[src/rtl/spi_mcp4822_dac_if.sv]
// Sample-in / SPI-out bundle for the MCP4822 DAC writer.
// master = DAC SPI writer, slave = the sample source and the DAC pins it drives.
interface spi_mcp4822_dac_if;
  logic [11:0] data_in;
  logic        dv_in;
  logic        mosi;
  logic        sck;
  logic        cs;
  logic        ldac;
  logic        busy;
  logic        done;
  logic        ovf;

  modport master (
    input  data_in, dv_in,
    output mosi, sck, cs, ldac, busy, done, ovf
  );

  modport slave (
    output data_in, dv_in,
    input  mosi, sck, cs, ldac, busy, done, ovf
  );
endinterface

[src/rtl/spi_mcp4822_dac.sv]
// MCP4822 SPI writer: one 16-bit frame plus LDAC strobe per dv_in rising edge,
// with a one-deep pending buffer for samples arriving mid-frame.
module spi_mcp4822_dac #(
  parameter int unsigned CLK_DIV      = 100,
  parameter bit          CHANNEL      = 1'b0,
  parameter bit          GAIN_1X      = 1'b1,
  parameter int unsigned CS_HIGH_CNTS = 10,
  parameter int unsigned LDAC_CNTS    = 10
) (
  input  logic              clk,
  input  logic              rst_n,
  spi_mcp4822_dac_if.master bus
);

  localparam int unsigned FRAME_W = 16;
  localparam int unsigned CNT_W   = 32;
  localparam int unsigned BIT_W   = 4;

  localparam logic [1:0] ST_IDLE    = 2'd0;
  localparam logic [1:0] ST_SHIFT   = 2'd1;
  localparam logic [1:0] ST_CS_HOLD = 2'd2;
  localparam logic [1:0] ST_LDAC    = 2'd3;

  localparam logic [CNT_W-1:0] DIV_LAST  = CNT_W'(CLK_DIV - 1);
  localparam logic [CNT_W-1:0] DIV_HALF  = CNT_W'(CLK_DIV / 2);
  localparam logic [CNT_W-1:0] HOLD_LAST = CNT_W'(CS_HIGH_CNTS - 1);
  localparam logic [CNT_W-1:0] LDAC_LAST = CNT_W'(LDAC_CNTS - 1);

  // Control nibble: A/B select, don't-care, GA, SHDN inactive
  localparam logic [3:0] CFG = {CHANNEL, 1'b0, GAIN_1X, 1'b1};

  logic [1:0]         state_q, state_d;
  logic [CNT_W-1:0]   div_q, div_d;
  logic [CNT_W-1:0]   hold_q, hold_d;
  logic [BIT_W-1:0]   bit_q, bit_d;
  logic [FRAME_W-1:0] frame_q, frame_d;
  logic [FRAME_W-1:0] pend_word_q, pend_word_d;
  logic               pend_q, pend_d;
  logic               dv_q;
  logic               cs_q, cs_d;
  logic               sck_q, sck_d;
  logic               mosi_q, mosi_d;
  logic               ldac_q, ldac_d;
  logic               busy_q, busy_d;
  logic               done_q, done_d;
  logic               ovf_q, ovf_d;

  logic               edge_c;
  logic [FRAME_W-1:0] new_frame_c;

  assign edge_c      = bus.dv_in & ~dv_q;
  assign new_frame_c = {CFG, bus.data_in};

  // Next-state and next-output logic
  always_comb begin
    state_d     = state_q;
    div_d       = div_q;
    hold_d      = hold_q;
    bit_d       = bit_q;
    frame_d     = frame_q;
    pend_word_d = pend_word_q;
    pend_d      = pend_q;
    cs_d        = cs_q;
    sck_d       = sck_q;
    mosi_d      = mosi_q;
    ldac_d      = ldac_q;
    busy_d      = busy_q;
    done_d      = 1'b0;
    ovf_d       = 1'b0;

    if (state_q != ST_IDLE && edge_c) begin
      pend_word_d = new_frame_c;
      pend_d      = 1'b1;
      ovf_d       = pend_q;
    end

    case (state_q)
      ST_IDLE: begin
        if (pend_q || edge_c) begin
          state_d = ST_SHIFT;
          frame_d = pend_q ? pend_word_q : new_frame_c;
          cs_d    = 1'b0;
          sck_d   = 1'b0;
          mosi_d  = frame_d[FRAME_W-1];
          div_d   = '0;
          bit_d   = BIT_W'(FRAME_W - 1);
          busy_d  = 1'b1;
          // A simultaneous edge refills the slot being drained, without overflow
          if (pend_q) begin
            pend_d = edge_c;
            if (edge_c) pend_word_d = new_frame_c;
          end
        end
      end
      ST_SHIFT: begin
        if (div_q == DIV_LAST) begin
          div_d = '0;
          sck_d = 1'b0;
          if (bit_q == '0) begin
            state_d = ST_CS_HOLD;
            cs_d    = 1'b1;
            mosi_d  = 1'b0;
            hold_d  = '0;
          end else begin
            bit_d  = bit_q - BIT_W'(1);
            mosi_d = frame_q[bit_d];
          end
        end else begin
          div_d = div_q + CNT_W'(1);
          sck_d = (div_d >= DIV_HALF);
        end
      end
      ST_CS_HOLD: begin
        if (hold_q == HOLD_LAST) begin
          state_d = ST_LDAC;
          ldac_d  = 1'b0;
          hold_d  = '0;
        end else begin
          hold_d = hold_q + CNT_W'(1);
        end
      end
      ST_LDAC: begin
        if (hold_q == LDAC_LAST) begin
          state_d = ST_IDLE;
          ldac_d  = 1'b1;
          done_d  = 1'b1;
          busy_d  = 1'b0;
        end else begin
          hold_d = hold_q + CNT_W'(1);
        end
      end
      default: state_d = ST_IDLE;
    endcase
  end

  always_ff @(posedge clk or negedge rst_n) begin
    if (!rst_n) begin
      state_q     <= ST_IDLE;
      div_q       <= '0;
      hold_q      <= '0;
      bit_q       <= '0;
      frame_q     <= '0;
      pend_word_q <= '0;
      pend_q      <= 1'b0;
      dv_q        <= 1'b1;
      cs_q        <= 1'b1;
      sck_q       <= 1'b0;
      mosi_q      <= 1'b0;
      ldac_q      <= 1'b1;
      busy_q      <= 1'b0;
      done_q      <= 1'b0;
      ovf_q       <= 1'b0;
    end else begin
      state_q     <= state_d;
      div_q       <= div_d;
      hold_q      <= hold_d;
      bit_q       <= bit_d;
      frame_q     <= frame_d;
      pend_word_q <= pend_word_d;
      pend_q      <= pend_d;
      dv_q        <= bus.dv_in;
      cs_q        <= cs_d;
      sck_q       <= sck_d;
      mosi_q      <= mosi_d;
      ldac_q      <= ldac_d;
      busy_q      <= busy_d;
      done_q      <= done_d;
      ovf_q       <= ovf_d;
    end
  end

  assign bus.cs   = cs_q;
  assign bus.sck  = sck_q;
  assign bus.mosi = mosi_q;
  assign bus.ldac = ldac_q;
  assign bus.busy = busy_q;
  assign bus.done = done_q;
  assign bus.ovf  = ovf_q;

endmodule

[src/flat_wrapper.sv]
// flat-port wrapper written by rule: the top's interface ports become plain ports
module spi_mcp4822_dac_flat 
#(
  parameter int unsigned CLK_DIV      = 100,
  parameter bit          CHANNEL      = 1'b0,
  parameter bit          GAIN_1X      = 1'b1,
  parameter int unsigned CS_HIGH_CNTS = 10,
  parameter int unsigned LDAC_CNTS    = 10
)
  (clk, rst_n, bus_data_in, bus_dv_in, bus_mosi, bus_sck, bus_cs, bus_ldac, bus_busy, bus_done, bus_ovf);
  spi_mcp4822_dac_if bus_i ();
  input  logic clk;
  input  logic rst_n;
  input wire logic [$bits(bus_i.data_in)-1:0] bus_data_in;
  input wire logic [$bits(bus_i.dv_in)-1:0] bus_dv_in;
  output wire logic [$bits(bus_i.mosi)-1:0] bus_mosi;
  output wire logic [$bits(bus_i.sck)-1:0] bus_sck;
  output wire logic [$bits(bus_i.cs)-1:0] bus_cs;
  output wire logic [$bits(bus_i.ldac)-1:0] bus_ldac;
  output wire logic [$bits(bus_i.busy)-1:0] bus_busy;
  output wire logic [$bits(bus_i.done)-1:0] bus_done;
  output wire logic [$bits(bus_i.ovf)-1:0] bus_ovf;
  assign bus_i.data_in = bus_data_in;
  assign bus_i.dv_in = bus_dv_in;
  assign bus_mosi = bus_i.mosi;
  assign bus_sck = bus_i.sck;
  assign bus_cs = bus_i.cs;
  assign bus_ldac = bus_i.ldac;
  assign bus_busy = bus_i.busy;
  assign bus_done = bus_i.done;
  assign bus_ovf = bus_i.ovf;
  spi_mcp4822_dac #(.CLK_DIV(CLK_DIV), .CHANNEL(CHANNEL), .GAIN_1X(GAIN_1X), .CS_HIGH_CNTS(CS_HIGH_CNTS), .LDAC_CNTS(LDAC_CNTS)) u_core (.clk(clk), .rst_n(rst_n), .bus(bus_i));
endmodule
[config.mk]
export PLATFORM = sky130hd
export DESIGN_NAME = spi_mcp4822_dac_flat
export DESIGN_NICKNAME = d
export VERILOG_FILES = /design/src/rtl/spi_mcp4822_dac_if.sv /design/src/rtl/spi_mcp4822_dac.sv /design/src/flat_wrapper.sv
export SDC_FILE = /design/constraint.sdc
export NUM_CORES = 1
export LEC_CHECK = 0
export CAP_MARGIN = 5
export CORE_ASPECT_RATIO = 1.2
export CORE_UTILIZATION = 47
export CTS_CLUSTER_DIAMETER = 100
export CTS_CLUSTER_SIZE = 40
export DETAILED_ROUTE_END_ITERATION = 8
export GPL_ROUTABILITY_DRIVEN = 0
export PLACE_DENSITY_LB_ADDON = 0.12
export SLEW_MARGIN = 20
export SYNTH_ARGS = -nofsm -noshare
export SYNTH_HDL_FRONTEND = slang
export SYNTH_SLANG_ARGS = --single-unit
[constraint.sdc]
create_clock -name clk -period 2.5 [get_ports clk]
set_input_delay 0.25 -clock clk [delete_from_list [all_inputs] [get_ports clk]]
set_output_delay 0.25 -clock clk [all_outputs]
set_load 0.02 [all_outputs]
* Yosys cells after proc, flatten, opt, wreduce, memory -nomap -nowiden
Cells that the tools add are included.
** Operators by class
- Add/sub/neg operators :: 3
- Magnitude comparators :: 2
- Equality and inequality tests :: 12
- Multiplexer cells :: 48
- Bitwise gates (word level) :: 2
- Reductions and logical operators :: 18
** Operator list (count)
- 32-bit 2-to-1 mux :: 6
- 16-bit 2-to-1 mux :: 6
- 32-bit case mux with 3 select lines :: 1
- 32-bit by 1-bit adder with 32-bit output, second input constant :: 2
- 32-bit case mux with 2 select lines :: 1
- 32-bit by 4-bit equality test with 1-bit output, second input constant :: 1
- 32-bit by 7-bit equality test with 1-bit output, second input constant :: 1
- 32-bit by 6-bit greater-or-equal comparator with 1-bit output, second input constant :: 1
- 1-bit 2-to-1 mux :: 18
- 4-bit 2-to-1 mux :: 3
- 4-bit AND reduction :: 3
- 2-bit 2-to-1 mux :: 5
- 2-bit by 1-bit != test with 1-bit output, second input constant :: 5
- 1-bit case mux with 2 select lines :: 5
- 3-bit AND reduction :: 3
- 2-bit case mux with 4 select lines :: 1
- 4-bit case mux with 2 select lines :: 1
- 2-bit nonzero test :: 4
- 4-bit by 5-bit < comparator with 1-bit output, second input constant :: 1
- 5-bit AND reduction :: 1
- 1-bit binary-select mux with 4-bit select :: 1
- 2-bit equality test, second input constant :: 2
- 4-bit zero test :: 1
- 2-bit != test, second input constant :: 2
- other kinds (9) :: 10
** Storage, ports and cells
- Register bits after elaboration :: 111
- Output and inout bits :: 7
- Logic and storage cells :: 100

* Logic depth before layout (Yosys ltp)
Gate-level depths: netlist (run 1).
- Depth after elaboration :: 8
- Mapped depth :: 12

* Worst setup path before layout (run 1)
OpenSTA, ideal clock, no wires.
- Kind :: register to register
- Start :: register u_core.div_q[0]
- End :: register u_core.sck_q (netlist: u_core.bus.sck)
- Arrival time :: 2.526 ns
- Setup slack :: -0.150 ns
- Stages on the path, launching flop included :: 8
- Clock period less this slack :: 2.650 ns
- Cell sequence :: dfrtp_1 ha_1 nand4_1 nor4_1 nand4_1 xnor2_1 or4_1 o31a_1
** Between the ends
- Longest elaborated chain between the ends :: 4
** RTL lines
- from (decl) :: RTL line spi_mcp4822_dac.sv:33 : logic [CNT_W-1:0] div_q, div_d;
- from (signal assigned) :: RTL line spi_mcp4822_dac.sv:155 : div_q <= div_d;
- 32-bit by 1-bit adder with 32-bit output :: RTL line spi_mcp4822_dac.sv:109 : div_d = div_q + CNT_W'(1);
- 32-bit by 6-bit greater-or-equal comparator with 1-bit output :: RTL line spi_mcp4822_dac.sv:110 : sck_d = (div_d >= DIV_HALF);
- 1-bit 2-to-1 mux * :: RTL line spi_mcp4822_dac.sv:96 : if (div_q == DIV_LAST) begin
- 1-bit case mux with 2 select lines * :: RTL line spi_mcp4822_dac.sv:77 : case (state_q)
- to (signal assigned) :: RTL line spi_mcp4822_dac.sv:163 : sck_q <= sck_d;
- to (decl) :: RTL line spi_mcp4822_dac.sv:41 : logic sck_q, sck_d;
Mark *: on every way between the ends. The rest lies on a longest branch, timed or not.
A chain may end at the register's enable or synchronous reset.

* Final worst setup path (run 1)
- Start :: register u_core.div_q[4]
- End :: register u_core.hold_q[29]
** Between the ends
- Longest elaborated chain between the ends :: 3
** RTL lines
- 32-bit by 7-bit equality test with 1-bit output :: RTL line spi_mcp4822_dac.sv:96
- 2-bit by 1-bit != test with 1-bit output (no line)
- 4-bit AND reduction (no line)
- to (signal assigned) :: RTL line spi_mcp4822_dac.sv:156 : hold_q <= hold_d;
- to (decl) :: RTL line spi_mcp4822_dac.sv:34 : logic [CNT_W-1:0] hold_q, hold_d;
Every way passes these cells.

==> impl_results.md, run 1 <==
* Initial Util at 48.91%
* Worst Setup End Kind: register
* Dpl hpwl at 10.75 mm
* Synth warnings at 0
* Avg Inst Size Synth at 9.166 um2
* Row cnt at 45
* Multi-input logic area at 3391 um2
* Min-delay worst type: in -> async
* N_diodes at 0
* Async S/R FF share, synth at 100.0%
* Worst-skew pair later-pin latency at 0.36 ns
* Mapped Area at 6279 um2
* Reg area at 2789 um2
* Crit path launch type: register
* Cell variety after synth at 59
* Count of final setup violators at 1
* Layout net count at 790
* Number of global-route vias before repair at 5604
* Clk root buf: clkbuf_16
* DRT iter0 DRCs at 387
* Top cells by area, synth: dfrtp_1 43%, o21ai_0 8.1%, nand2_1 3.9%
* CP peak stage delay at 0.42 ns
* Crit path max-delay family: compound AO/OA/AOI/OAI gates
* Post-Place Worst Slack at -0.09856 ns
* R2R cell count at 11
* Crit-path max FO at 5
* Setup WS post-layout at -0.02720 ns
* R2R setup slack at -0.03 ns
* CTS tree: yes
* Max-cap check violation count at 0
* Sequential cell area fraction in the yosys report at 44.30%
* Final instance area at 7754 um2
* Chip width at 107.5 um
* Num CTS Buffers at 9
* H-Tree Depth at 3
* Die area at 13830 um2
* Antenna viol nets, final at 0
* Residual DRC at 0
* Initial antenna violation count at 0
* Arrival time worst endpoint at 2.80 ns
* Post-Route WL at 15.77 mm
* Clock sink count at 111
* Slowest CP cell: dfrtp_2
* Status: finished with violations
* Hold_ws at 0.2919 ns
* Global-route wire length before repair at 26.55 mm
* Synthesis-to-finish area growth at 23.50%
* Pwr per Cell Area at 440.7 nW/um2
* Largest area contributor in the netlist: dfrtp_1
* Number of synthesized register bits at 111
* Reg2reg start: u_core.div_q[4]
* Syn Nets at 709
* Peak Freq at 0.3957 GHz
* VDD IR max at 0.3476 mV
* Router iterations before antenna repair at 6
* Routed vias/inst at 6.060
* Setup_tns at -0.02720 ns
* Reg clk slew, reported paths at 0.08 ns
* Relative slew slack at 55.13%
* Reg2Reg Capture Point: u_core.hold_q[29]
* Share of cells above drive strength 1 at 23.35%
* Maximum number of pins on one net before global-route repair at 62
* Vias post-DR at 5666
* Max clock buf depth at 2
* Leakage power at 0.003374 uW
* Core area at 12840 um2
* Port Buffer Count at 21
* Final hold vios at 0
* Global route overflow at 0
* DIE HEIGHT at 128.6 um
* WL/cell at 16.87 um
* Post-synth top area share at 43.05%
* CP cell instances: buf_4, nor4_4, buf_4, nand4_1, o21a_1, a2111o_1, buf_6, nor2_4, buf_6, nand2_4, o31ai_2
* IO Pins at 22
* Failing checks: negative setup slack
* Unrepaired setup endpoints after global routing: yes
* Crit path time final at 2.527 ns
* Layout Skew at 0.009640 ns
* Cells after Synth at 685
* Fillers at 1066
* Post-synth EDFFs at 0
* CP required at 2.77 ns
* Placed cell areas at 7112 um2
* Final period util at 101.1%
* Ys flop type: dfrtp_1
* Gr usage total at 24.24%
* Critical path buffers and inverters at 4
* Slew @ Worst Pin at 0.6715 ns
* Max Transition Viols Final at 0
* WS Path Type: reg -> reg
sequential cells by signal, summed over array words and instances, names as in the netlist:
register and cells:
u_core.bit_q 4, u_core.bus.cs 1, u_core.dv_q 1, u_core.bus.ovf 1, u_core.bus.ldac 1, u_core.bus.done 1, u_core.bus.mosi 1, u_core.bus.sck 1
u_core.bus.busy 1, u_core.div_q 32, u_core.pend_word_q 16, u_core.hold_q 32, u_core.frame_q 16, u_core.pend_q 1, u_core.state_q 2
Yosys cell counts, drive strengths merged, types with 14 or more instances:
cell,instances
nand2,66
a31oi,17
nor2,33
nand4,31
dfrtp,108
mux2,16
o31ai,27
o21ai,106
buf,14
clkbuf,38
mux2i,15
and3,21
a21oi,21
nor4,19
nand3,32
metrics by stage:
step / instances / power (uW) / util, %
final: 935 / 3417 / 60.40
after global placement: 897 / 2000 / 55.40
after detailed placement: 897 / 2005 / 55.40
after global routing: 935 / 3539 / 60.40
after floorplan: 685 / 1923 / -
after CTS: 924 / 3468 / 59.03
cell families (layout without fill, tap and decap cells):
family,count (synthesis),count (layout),synth area share [%]
and+or+nand+nor,248,248,21.38
DFF,111,111,44.30
AOI/OAI and AO/OA,202,202,19.25
xor gates and xnor gates,15,15,2.093
muxes,36,36,7.055
buffers and inverters,64,150,4.125
adders and majority gates,9,9,1.794
repair_timing:
| item | in CTS | in global routing |
|---|---|---|
| gates cloned | 0 | 2 |
| endpoints found under the setup margin | 25 | 28 |
| buffers inserted | 10 | 9 |
| hold buffers | 1 | 0 |
| pin swaps | 8 | 8 |
| hold endpoints to repair | 15 | 0 |
| gates resized for setup | 18 | 34 |
cells in the final DEF (no fill, tap or decap), types with 6 or more instances in the layout:
cell             count
dfrtp_2              6
o31ai_1             24
o21ai_1             15
dfrtp_1            102
nor3_1              11
a21oi_1             21
nand2b_1             7
mux2i_1             15
nand3_1             28
xor2_1               9
nor2_1              32
nor4_1              14
mux2_2              15
inv_1               12
clkdlybuf4s50_1     20
nand4_1             30
and3_1              20
buf_4               90
o21ai_0             90
nand2_1             62
and2_1               6
a31oi_1             17
buf_6                8
ha_1                 8
clkbuf_16            9
how the worst max path moves through the flow:
stage / from / slack [ns] / to / cells after the start
finish: u_core.div_q[4] / -0.03 / u_core.hold_q[29] / 11
global route: u_core.div_q[4] / -0.11 / u_core.hold_q[29] / 11
CTS: u_core.div_q[4] / 0.005 / u_core.bus.sck / 9
detailed placement: u_core.div_q[24] / -0.1 / u_core.hold_q[12] / 7
global placement: u_core.div_q[24] / -0.08 / u_core.hold_q[12] / 7
floorplan: u_core.div_q[0] / -0.03 / u_core.bus.sck / 8
report_power, final:
| group | internal (uW) | switching [uW] | total, uW |
|---|---|---|---|
| clock | 712 | 740 | 1450 |
| sequential | 1830 | 13.4 | 1840 |
| combinational | 63.0 | 63.2 | 126 |
layer usage:
metal / global-route usage (%) / share of wire, %
met2: 41.55 / 50
met1: 29.61 / 43
met4: 12.89 / 3.9
met5: 0 / 0
met3: 3.242 / 4.0
layout make-up:
cell class | count | share of cell area (%)
flip-flops and latches | 111 | 35.97
clock buffers | 9 | 2.905
multi-input cells | 510 | 43.73
inverters | 12 | 0.5809
well taps | 164 | 2.646
clock inverters | 7 | 1.000
repair buffers | 122 | 13.17
(Power assumes the default switching activity.)
==> run 2, diff against run 1 <==
Settings changed: REMOVE_ABC_BUFFERS from default to 1, SETUP_SLACK_MARGIN from default to 0.3.
==> impl_results.md, run 2 (synthesized netlist as in run 1, its figures left out) <==
* Status: finished with violations
* Failing checks: negative hold slack, negative setup slack
* Dpl cells at 904
* Num CTS Buffers at 9
* WS Path Type: reg -> reg
* Sequential share of power at 53.4%
* Global route overflow at 0
* Number of global-route vias before repair at 5539
* Setup WS post-layout at -0.06173 ns
* Layout net count at 803
* Max Transition Viols Final at 0
* Clock power frac at 42.9%
* Placed cell areas at 7176 um2
* Initial antenna violation count at 0
* R2R setup slack at -0.06 ns
* Share of cells above drive strength 1 at 28.44%
* Comb pwr share at 3.7%
* Row cnt at 45
* Leakage power at 0.003481 uW
* Maximum number of pins on one net before global-route repair at 60
* Finished Layout Cells at 948
* Post-Route WL at 17.28 mm
* Unrepaired setup endpoints after global routing: yes
* Gr usage total at 25.53%
* Top Registers: u_core.div_q x32, u_core.hold_q x32
* Hold_ws at -0.02196 ns
* Most common cell after layout, fill and taps aside: buf_4
* Worst-skew pair later-pin latency at 0.36 ns
* CP required at 2.75 ns
* Pwr per Cell Area at 426.3 nW/um2
* R2R cell count at 8
* Reg clk slew, reported paths at 0.08 ns
* WL/cell at 18.23 um
* Clock sink count at 111
* Chip width at 107.5 um
* Crit path launch type: register
* Post-CTS Hold Fix Bufs at 0
* Die area at 13830 um2
* Reg2reg start: u_core.div_q[1]
* Final period util at 102.5%
* Count of final setup violators at 1
* Clk root buf: clkbuf_16
* DIE HEIGHT at 128.6 um
* Global-route wire length before repair at 27.50 mm
* Psw at 840.7 uW
* Max clock buf depth at 2
* Synthesis-to-finish area growth at 28.64%
* Residual DRC at 0
* Relative slew slack at 46.25%
* H-Tree Depth at 3
* VDD IR max at 0.3697 mV
* Crit path time final at 2.562 ns
* IO Pins at 22
* Router iterations before antenna repair at 5
* Vias post-DR at 5751
* Min-delay worst type: in -> async
* Reg2Reg Capture Point: u_core.bus.sck
* Post-Place Worst Slack at -0.06374 ns
* DRT iter0 DRCs at 378
* Most frequent cells in the layout: 97 x buf_4, 95 x dfrtp_1, 64 x nand2_1
* Port Buffer Count at 21
* Pint at 2603 uW
* Final hold vios at 38
* N_diodes at 0
* Worst Setup End Kind: register
* Sw Ratio at 24.42%
* Routed vias/inst at 6.066
* Slew @ Worst Pin at 0.8063 ns
* Final instance area at 8077 um2
* Arrival time worst endpoint at 2.81 ns
* Core area at 12840 um2
* Max-cap check violation count at 0
* Crit-path max FO at 4
* CTS tree: yes
* Layout Skew at 0.009522 ns
* Antenna viol nets, final at 0
* Initial Util at 48.91%
* Dpl hpwl at 11.05 mm
* Peak Freq at 0.3904 GHz
-- run 2: changes by cell type in the layout (fill, tap and decap cells not counted), moves of 3 or more --
cell / before / now
o21ai_0: 90 / 60
o21ai_1: 15 / 41
buf_4: 90 / 97
dfrtp_1: 102 / 95
dfrtp_2: 6 / 13
nor4_1: 14 / 7
nor4_2: 2 / 9
o21ai_2: 1 / 5
ha_1: 8 / 5
nand2_2: 3 / 0
nor2_1: 32 / 29
-- run 2: per-layer routing --
| metal | global-route usage, % | vias to the layer above | wire (um) |
|---|---|---|---|
| met3 | 4.002 | 37 | 699 |
| met5 | 0 | - | 0 |
| met4 | 11.52 | 0 | 501 |
| li1 | - | 2744 | - |
| met2 | 41.82 | 152 | 8413 |
| met1 | 33.33 | 2818 | 7665 |
-- run 2: power by group through the flow --
stage	Sequential, uW	Clock, uW	Combinational (uW)
5_1_grt	1840	1590	146
3_3_place_gp	1870	0	130
3_5_place_dp	1880	0	133
2_1_floorplan	1870	0	48.3
4_1_cts	1840	1520	133
6_report	1840	1480	128
-- run 2: repair_timing --
item / 4_1_cts / 5_1_grt
gates resized for setup: 36 / 90
gates cloned: 2 / 1
endpoints found under the setup margin: 56 / 65
setup buffers: 7 / 18
pin swaps: 4 / 24
hold endpoints to repair: 0 / 0
-- run 2: area by class of cell --
type                    count  area (um2)
well taps                 164       205.2
clock inverters             7       73.82
flip-flops and latches    111        2798
fillers                  1042        4761
clock buffers               9       225.2
repair buffers            134        1182
inverters                  12       45.04
multi-input cells         511        3547
-- run 2: critical path: stages, from the launching register on --
cell and delay (ns):
dfrtp_2 0.42, buf_4 0.13, buf_6 0.09, and4_4 0.23, nand3_2 0.08, or4b_4 0.51
o311a_1 0.16, or4_4 0.54, o31a_1 0.29
-- run 2: per-stage QoR --
step	TNS (ns)	power [uW]	hold WS [ns]	utilization, %
5_1_grt	-0.1811	3574	0.03742	62.91
3_5_place_dp	-0.1325	2008	0.3986	55.90
6_report	-0.06173	3443	-0.02196	62.91
3_3_place_gp	-0.05777	2003	0.3988	55.90
2_1_floorplan	-11.66	1922	-0.04559	-
4_1_cts	-0.05648	3489	0.006515	59.75
-- run 2: worst max path at each step --
stage,end,cells after the start,start
after floorplan,u_core.hold_q[12],8,u_core.hold_q[1]
after global placement,u_core.hold_q[6],6,u_core.div_q[25]
after detailed placement,u_core.bus.sck,8,u_core.div_q[3]
after CTS,u_core.hold_q[21],10,u_core.div_q[1]
after global routing,u_core.bus.sck,9,u_core.div_q[12]
final,u_core.bus.sck,8,u_core.div_q[1]
==> run 3, diff against run 2 <==
Settings changed: SLEW_MARGIN 20 to default.
==> results of run 3 <==
No change in the layout: final DEF, timing and power equal those of run 2.
